--- src/rtl/iohub_pkg.sv ---
// Shared iohub types and constants: FSM state encoding, default sync byte and
// default inter-byte timeout, plus the checksum accumulation helper.
package iohub_pkg;

    typedef enum logic [1:0] {
        ST_IDLE    = 2'b00,
        ST_PAYLOAD = 2'b01,
        ST_CHECK   = 2'b10
    } iohub_state_e;

    localparam logic [7:0] IOHUB_SYNC_DEFAULT    = 8'h80;
    localparam int         IOHUB_TIMEOUT_DEFAULT = 1024;

    // Modulo-256 running sum used by the optional frame checksum.
    function automatic logic [7:0] iohub_sum8(input logic [7:0] acc, input logic [7:0] data);
        return acc + data;
    endfunction

endpackage

--- src/rtl/iohub_byte_timer.sv ---
// Saturating inter-byte timer: counts while run is high, clears on clear, and
// flags expiry when the count reaches a non-zero limit (limit 0 disables it).
module iohub_byte_timer #(
    parameter int WIDTH = 11
) (
    input  logic             clk_i,
    input  logic             rst_i,
    input  logic             clear_i,
    input  logic             run_i,
    input  logic [WIDTH-1:0] limit_i,
    output logic             expired_o
);

    logic [WIDTH-1:0] cnt_r;
    logic             at_limit_s;

    assign at_limit_s = (cnt_r == limit_i);
    assign expired_o  = run_i & at_limit_s & (limit_i != {WIDTH{1'b0}});

    // Count register: clear wins, then count up to the limit and hold there.
    always_ff @(posedge clk_i or posedge rst_i) begin
        if (rst_i) begin
            cnt_r <= {WIDTH{1'b0}};
        end else if (clear_i) begin
            cnt_r <= {WIDTH{1'b0}};
        end else if (run_i && !at_limit_s) begin
            cnt_r <= cnt_r + {{(WIDTH-1){1'b0}}, 1'b1};
        end else begin
            cnt_r <= cnt_r;
        end
    end

endmodule

--- src/rtl/uart_frame_assembler.sv ---
// Collects SYNC-prefixed UART frames of BYTES payload bytes (MSB first) into a
// valid/ready holding register. Optional checksum byte: UART_FRAME_CHECKSUM_EN.
module uart_frame_assembler
    import iohub_pkg::*;
#(
    parameter int         BYTES       = 2,
    parameter logic [7:0] SYNC        = IOHUB_SYNC_DEFAULT,
    parameter int         TIMEOUT_CYC = IOHUB_TIMEOUT_DEFAULT
) (
    input  logic               clk_i,
    input  logic               rst_i,
    input  logic [7:0]         rx_byte_i,
    input  logic               rx_valid_i,
    input  logic               en_i,
    output logic [8*BYTES-1:0] word_o,
    output logic               word_valid_o,
    input  logic               word_ready_i,
    output logic               busy_o,
    output logic               err_o,
    output logic               ovf_o
);

    localparam int WW = 8 * BYTES;
    localparam int IW = $clog2(BYTES + 1);
    // A disabled timeout still needs a one-bit counter to stay legal.
    localparam int TW = (TIMEOUT_CYC > 0) ? $clog2(TIMEOUT_CYC + 1) : 1;

    iohub_state_e  state_r, state_s;
    logic [IW-1:0] idx_r, idx_s;
    logic [WW-1:0] shift_r, shift_s;
    logic [WW-1:0] word_r;
    logic [WW-1:0] frame_word_s;
    logic          frame_done_s;
    logic          word_valid_r;
    logic          busy_r;
    logic          err_r, err_s;
    logic          ovf_r;
    logic          accept_s;
    logic          expired_s;
    logic          load_s;
`ifdef UART_FRAME_CHECKSUM_EN
    logic [7:0]    sum_r, sum_s;
`endif

    assign accept_s = rx_valid_i & en_i;
    assign load_s   = frame_done_s & (~word_valid_r | word_ready_i);

    iohub_byte_timer #(
        .WIDTH (TW)
    ) u_timer (
        .clk_i     (clk_i),
        .rst_i     (rst_i),
        .clear_i   (accept_s | (state_r == ST_IDLE)),
        .run_i     (state_r != ST_IDLE),
        .limit_i   (TW'(TIMEOUT_CYC)),
        .expired_o (expired_s)
    );

    // Next-state, shift/index update, frame completion and error decode.
    always_comb begin
        state_s      = state_r;
        idx_s        = idx_r;
        shift_s      = shift_r;
        frame_word_s = shift_r;
        frame_done_s = 1'b0;
        err_s        = 1'b0;
`ifdef UART_FRAME_CHECKSUM_EN
        sum_s        = sum_r;
`endif
        case (state_r)
            ST_IDLE: begin
                if (accept_s && (rx_byte_i == SYNC)) begin
                    state_s = ST_PAYLOAD;
                    idx_s   = {IW{1'b0}};
`ifdef UART_FRAME_CHECKSUM_EN
                    sum_s   = 8'h00;
`endif
                end else begin
                    state_s = ST_IDLE;
                end
            end
            ST_PAYLOAD: begin
                if (!en_i) begin
                    state_s = ST_IDLE;
                end else if (rx_valid_i) begin
                    // SYNC seen here is ordinary payload data.
                    shift_s = (shift_r << 8) | WW'(rx_byte_i);
`ifdef UART_FRAME_CHECKSUM_EN
                    sum_s   = iohub_sum8(sum_r, rx_byte_i);
`endif
                    if (idx_r == IW'(BYTES - 1)) begin
`ifdef UART_FRAME_CHECKSUM_EN
                        state_s      = ST_CHECK;
`else
                        state_s      = ST_IDLE;
                        frame_done_s = 1'b1;
                        frame_word_s = shift_s;
`endif
                    end else begin
                        idx_s = idx_r + {{(IW-1){1'b0}}, 1'b1};
                    end
                end else if (expired_s) begin
                    state_s = ST_IDLE;
                    err_s   = 1'b1;
                end else begin
                    state_s = ST_PAYLOAD;
                end
            end
`ifdef UART_FRAME_CHECKSUM_EN
            ST_CHECK: begin
                if (!en_i) begin
                    state_s = ST_IDLE;
                end else if (rx_valid_i) begin
                    state_s = ST_IDLE;
                    if (rx_byte_i == sum_r) begin
                        frame_done_s = 1'b1;
                    end else begin
                        err_s = 1'b1;
                    end
                end else if (expired_s) begin
                    state_s = ST_IDLE;
                    err_s   = 1'b1;
                end else begin
                    state_s = ST_CHECK;
                end
            end
`endif
            default: begin
                state_s = ST_IDLE;
            end
        endcase
    end

    // FSM state, byte index, shift register and status pulses.
    always_ff @(posedge clk_i or posedge rst_i) begin
        if (rst_i) begin
            state_r <= ST_IDLE;
            idx_r   <= {IW{1'b0}};
            shift_r <= {WW{1'b0}};
            busy_r  <= 1'b0;
            err_r   <= 1'b0;
            ovf_r   <= 1'b0;
        end else begin
            state_r <= state_s;
            idx_r   <= idx_s;
            shift_r <= shift_s;
            busy_r  <= (state_s != ST_IDLE);
            err_r   <= err_s;
            ovf_r   <= frame_done_s & word_valid_r & ~word_ready_i;
        end
    end

`ifdef UART_FRAME_CHECKSUM_EN
    // Running payload checksum.
    always_ff @(posedge clk_i or posedge rst_i) begin
        if (rst_i) begin
            sum_r <= 8'h00;
        end else begin
            sum_r <= sum_s;
        end
    end
`endif

    // Holding register: a completing frame may load in the same cycle a drain happens.
    always_ff @(posedge clk_i or posedge rst_i) begin
        if (rst_i) begin
            word_r       <= {WW{1'b0}};
            word_valid_r <= 1'b0;
        end else if (load_s) begin
            word_r       <= frame_word_s;
            word_valid_r <= 1'b1;
        end else if (word_valid_r && word_ready_i) begin
            word_r       <= word_r;
            word_valid_r <= 1'b0;
        end else begin
            word_r       <= word_r;
            word_valid_r <= word_valid_r;
        end
    end

    assign word_o       = word_r;
    assign word_valid_o = word_valid_r;
    assign busy_o       = busy_r;
    assign err_o        = err_r;
    assign ovf_o        = ovf_r;

endmodule

--- config.mk ---
export PLATFORM = sky130hd
export DESIGN_NAME = uart_frame_assembler
export DESIGN_NICKNAME = d
export VERILOG_FILES = /design/src/rtl/iohub_pkg.sv /design/src/rtl/iohub_byte_timer.sv /design/src/rtl/uart_frame_assembler.sv
export SDC_FILE = /design/constraint.sdc
export NUM_CORES = 1
export LEC_CHECK = 0
export CAP_MARGIN = 30
export CORE_ASPECT_RATIO = 0.7
export CORE_MARGIN = 2
export CORE_UTILIZATION = 50
export DETAILED_ROUTE_END_ITERATION = 10
export GPL_ROUTABILITY_DRIVEN = 0
export PLACE_DENSITY = 0.83
export RECOVER_POWER = 25
export SLEW_MARGIN = 30
export SYNTH_ARGS = -nofsm -noshare
export SYNTH_HDL_FRONTEND = slang
export SYNTH_HIERARCHICAL = 1
export SYNTH_SLANG_ARGS = --single-unit
--- constraint.sdc ---
create_clock -name clk_i -period 1.9 [get_ports clk_i]
set_input_delay 0.38 -clock clk_i [delete_from_list [all_inputs] [get_ports clk_i]]
set_output_delay 0.38 -clock clk_i [all_outputs]
set_load 0.02 [all_outputs]
---- Word level (Yosys, flattened, before mapping) ----
Index checks and enable logic that the tools add are counted.
storage, ports and cells
  register bits ........................... 51
  input port bits ......................... 13
  output and inout port bits .............. 20
  logic and storage cells ................. 68
cells by class
  $add $sub $neg .......................... 2
  eq/ne operators ......................... 8
  muxes and demuxes ....................... 27
  bitwise operators ....................... 10
  reduce and logical (&&, ||, !) cells .... 12
operators by type and width
  cell                                           number
  two-way mux 16 bit                             4
  two-way mux 11 bit                             2
  OR 16 x 8 -> 16 bit                            1
  two-way mux 2 bit                              7
  two-way mux 1 bit                              12
  adder 11 x 1 -> 11 bit, second input constant  1
  == test 11 bit, second input constant          1
  nonzero test 2 bit                             5
  == test 8 bit, second input constant           1
  one-hot mux 2 bit (2 select lines)             2
  != test 2 bit, second input constant           3
  bitwise AND 1 bit                              5
  AND reduction 5 bit                            1
  == test 2 x 1 -> 1 bit, second input constant  2
  logical AND 1 bit                              3
  AND reduction 3 bit                            1
  adder 2 x 1 -> 2 bit, second input constant    1
  zero test 2 bit                                1
  != test 2 x 1 -> 1 bit, second input constant  1
  NOT 1 bit                                      2
  OR 1 bit                                       2
  zero test 1 bit                                1

---- Logic depth before layout (Yosys ltp) ----
  depth after elaboration ................. 7
  mapped depth ............................ 8
  depth with buffers taken out ............ 6

---- Hierarchy ----
Netlist, hierarchy kept.
modules (own cells, without submodules)
  module                instances  cells an instance  area an instance (µm²)  seq. area each (µm²)
  uart_frame_assembler  1          105                1350.0                  800.8
  iohub_byte_timer      1          84                 745.7                   275.3

---- Least setup slack after synthesis ----
Ideal clock, no wire load.
  path type ............................... reg-to-reg
  start ................................... register u_timer.cnt_r[0]
  end ..................................... register busy_r (netlist: busy_o)
  setup time .............................. 0.120 ns
  arrival ................................. 1.642 ns
  data required time ...................... 1.780 ns
  setup slack ............................. 0.138 ns
  cell stages (with the launch flop) ...... 9
  buffers on the path ..................... 2
  clock period less this slack ............ 1.762 ns
  path through ............................ dfrtp_1 > xnor2_1 > nand3_1 > nor3_2 > buf_6 > buf_2 > and3_1 > mux2i_1 > a31o_1
between the ends
  longest elaborated chain between the ends .. 7
ends and longest elaborated chain
  element                             line                         source
  start, declared                     iohub_byte_timer.sv:14       logic [WIDTH-1:0] cnt_r;
  start signal, assigned              iohub_byte_timer.sv:23       cnt_r <= {WIDTH{1'b0}};
  start signal, assigned              iohub_byte_timer.sv:25       cnt_r <= {WIDTH{1'b0}};
  start signal, assigned              iohub_byte_timer.sv:27       cnt_r <= cnt_r + {{(WIDTH-1){1'b0}}, 1'b1};
  == test 11 bit                      iohub_byte_timer.sv:17       assign at_limit_s = (cnt_r == limit_i);
  bitwise AND 1 bit                   iohub_byte_timer.sv:18       assign expired_o = run_i & at_limit_s & (limit_i != {WIDTH{1'b0}});
  named net expired_s                 uart_frame_assembler.sv:39   logic expired_s;
  two-way mux 1 bit                   uart_frame_assembler.sv:102  end else if (expired_s) begin
  two-way mux 2 bit                   uart_frame_assembler.sv:85   end else if (rx_valid_i) begin
  two-way mux 2 bit                   uart_frame_assembler.sv:83   if (!en_i) begin
  one-hot mux 2 bit (2 select lines)  uart_frame_assembler.sv:70   case (state_r)
  nonzero test 2 bit                  uart_frame_assembler.sv:147  busy_r <= (state_s != ST_IDLE);
  end signal, assigned                uart_frame_assembler.sv:147
  end, declared                       uart_frame_assembler.sv:35   logic busy_r;
The timed path passes the listed nets, and every way through them passes these cells.
A chain may end at the register's enable or synchronous reset.

---- Final worst setup path ----
  start ................................... register u_timer.cnt_r[4]
  end ..................................... register busy_r (netlist: busy_o)
Same word-level chain as after synthesis.

==> summary.md <==
| Metric | Value |
|---|---|
| Status | completed |
| Slew margin rel. | 48.56% |
| Routed wire per std cell | 15.12 um |
| Root Buffer Master | clkbuf_8 |
| GRT Util Overall | 23.02% |
| Drt total wl | 4687 um |
| Post-Syn Area | 2096 um2 |
| Final max-slew violation count | 0 |
| Avg Cell Area, Syn | 11.09 um2 |
| Num rows | 19 |
| R2R cell count | 6 |
| Die ar. | 4733 um2 |
| Pwr dens | 649.5 nW/um2 |
| Final hold violations | 0 |
| Synthesis-to-finish area growth | 32.66% |
| Most common cell after layout, fill and taps aside | dfrtp_1 |
| Syn. warnings | 6 |
| Crit-path max FO | 5 |
| Post-Place Worst Slack | -0.1380 ns |
| First-pass detailed-route iteration total | 5 |
| CP arrival | 1.96 ns |
| ANT cells | 0 |
| Die X | 81.38 um |
| Net count, final | 272 |
| Cell count after synthesis | 189 |
| Final instance area | 2780 um2 |
| Post-synthesis sequential area ratio | 51.34% |
| Grt ovf | 0 |
| Post-Layout Cell Count | 310 |
| CP Data Required Time | 2.09 ns |
| Most frequent cells in the layout | 42 x dfrtp_1, 31 x nand2_1, 31 x clkdlybuf4s50_1 |
| Iteration-0 DRC Markers | 140 |
| Hold Crit Depth | 2 |
| First-pass GRT wire length | 8024 um |
| Total Neg Setup Slack | 0 ns |
| GR peak layer | met2 |
| Async set-reset flop share out of synthesis | 100.0% |
| Initial antenna violation count | 0 |
| Grt met1 use | 31.80% |
| Vias in the first global route | 1,669 |
| # IOs | 33 |
| TritonCTS clock tree | done |
| Yosys cell types | 37 |
| Dpl hpwl | 3507 um |
| Startpoint Class | flip-flop |
| Area of the core | 3970 um2 |
| Slew @ Worst Pin | 0.7716 ns |
| Fin worst setup slack | 0.1257 ns |
| Static Leak | 1.310 nW |
| Final period util | 93.39% |
| CTS clk-pin slew, worst paths | 0.09 ns |
| Final Setup Violations | 0 |
| Fraction of layout instances using a drive strength above 1 | 18.60% |
| Clk_lat worst skew | 0.30 ns |
| RSZ-0062 raised after global routing | false |
| Fin Clk Skew | 0.007238 ns |
| Worst vdd ir | 450.7 uV |
| Hold bufs inserted after CTS | 0 |
| Detail Route Antenna Nets | 0 |
| Final Power | 1.806 mW |
| # Max-Cap Violations | 0 |
| Post-layout minimum cycle time | 1.774 ns |
| Max stage delay cell, worst path | dfrtp_1 |
| DRC | 0 |
| Ys flop type | dfrtp_1 |
| Port Buffers | 32 |
| CP Class | reg2reg |
| CP max stage delay | 0.45 ns |
| Post-synth EDFFs | 0 |
| Critical path endpoint category | flip-flop |
| # clock sinks | 43 |
| Die height | 58.17 um |
| DR vias | 1,627 |
| DP Cell Count | 302 |
| Met3 Use GR | 6.075% |
| Clock buffer depth | 2 |
| Post-Route Utilization | 70.03% |
| Highest Clock Rate | 563.6 MHz |
| Initial Utilization | 52.79% |
| Hold Path Class | reg2reg |
| Seq cells post-synth | 43 |
| Post-synth top area cell | dfrtp_1 |
| Synth top area cells | dfrtp_1 51%, mux2_4 7.2%, nand2_1 5.6% |
| Via/cell ratio | 5.248 |
| Top-area cell type share of the netlist area | 51.34% |
| Hold WS | 0.4885 ns |
| CTS H-tree lvls | 2 |
| Placed Area | 2651 um2 |
| M2 GR Usage | 34.31% |
| CP cell instances | xnor2_1 -> nand4_1 -> nor3_4 -> and3_1 -> mux2i_1 -> a31o_1 |
| Total CTS buffers | 5 |
| Pin count of the biggest net entering global routing | 33 |
-- cell usage after synthesis, types with 3 or more instances --
cell and count:
or3_1 3, xnor2_1 11, clkbuf_1 4, a21oi_1 9, nand2_1 31, buf_6 3, or4_1 6, nand3_1 8
nor2b_1 3, mux2_4 10, nor2_1 6, mux2_2 8, o21ai_0 5, o31ai_1 5, dfrtp_1 43, inv_1 5
-- logic make-up (layout without fill, tap and decap cells) --
logic type / Yosys count / count (layout) / synth area share, %
and+or+nand+nor: 75 / 75 / 20.06
xor gates and xnor gates: 11 / 11 / 4.597
buffers and inverters: 13 / 61 / 3.462
muxes: 19 / 19 / 11.94
AOI/OAI and AO/OA: 24 / 24 / 7.045
DFF: 43 / 43 / 51.34
adders and majority gates: 2 / 2 / 1.194
other: 2 / 23 / 0.3583
-- state kept, by name, indices dropped and copies added (netlist names) --
name,flops
busy_o,1
err_o,1
idx_r,2
ovf_o,1
shift_r,8
state_r,2
u_timer/cnt_r,11
word_o,16
word_valid_o,1
-- critical path: cells and delay by family, from the launching register on --
kind	cells	cell delay (ns)
and+or+nand+nor	3	0.69
xor gates and xnor gates	1	0.18
muxes	1	0.11
AOI/OAI and AO/OA	1	0.24
DFF	1	0.45
-- where the power goes --
| group | switching (mW) | internal, mW | total [mW] |
|---|---|---|---|
| registers | 0.00502 | 0.919 | 0.924 |
| clock network | 0.328 | 0.432 | 0.761 |
| logic | 0.0640 | 0.0570 | 0.121 |
-- path summary, 6_finish.rpt --
| path | start | end | slack, ns |
|---|---|---|---|
| max in group asynchronous | rst_i | busy_o$_DFF_PP0_ | 0.63 |
| setup reg to reg | u_timer/cnt_r[4]$_DFFE_PP0P_ | busy_o$_DFF_PP0_ | 0.13 |
| hold reg to reg | shift_r[1]$_DFFE_PP0P_ | shift_r[1]$_DFFE_PP0P_ | 0.49 |
| min in group asynchronous | rst_i | u_timer/cnt_r[2]$_DFFE_PP0P_ | 0.57 |
| hold / removal | shift_r[1]$_DFFE_PP0P_ | shift_r[1]$_DFFE_PP0P_ | 0.49 |
| setup / recovery | u_timer/cnt_r[4]$_DFFE_PP0P_ | busy_o$_DFF_PP0_ | 0.13 |
-- cell type report --
type | count | area (um2)
clock inverter | 2 | 38.79
inverter | 5 | 18.77
sequential | 43 | 1077
multi-input combinational | 154 | 1035
fill | 276 | 1190
timing repair buffer | 48 | 462.9
clock buffer | 6 | 82.58
tap | 52 | 65.06
-- repair_timing --
item                                   CTS  global route
resized for setup                        0             3
setup buffers                            0             0
setup endpoints to repair                0             4
endpoints found under the hold margin    0             0
-- layer usage --
layer / part of all wire [%] / routed length (um) / vias up
li1: - / - / 776
met1: 47 / 2209 / 811
met2: 46 / 2174 / 33
met3: 4.7 / 218 / 7
met4: 1.8 / 85 / 0
met5: 0 / 0 / -
Power figures use the tool's default switching activity.
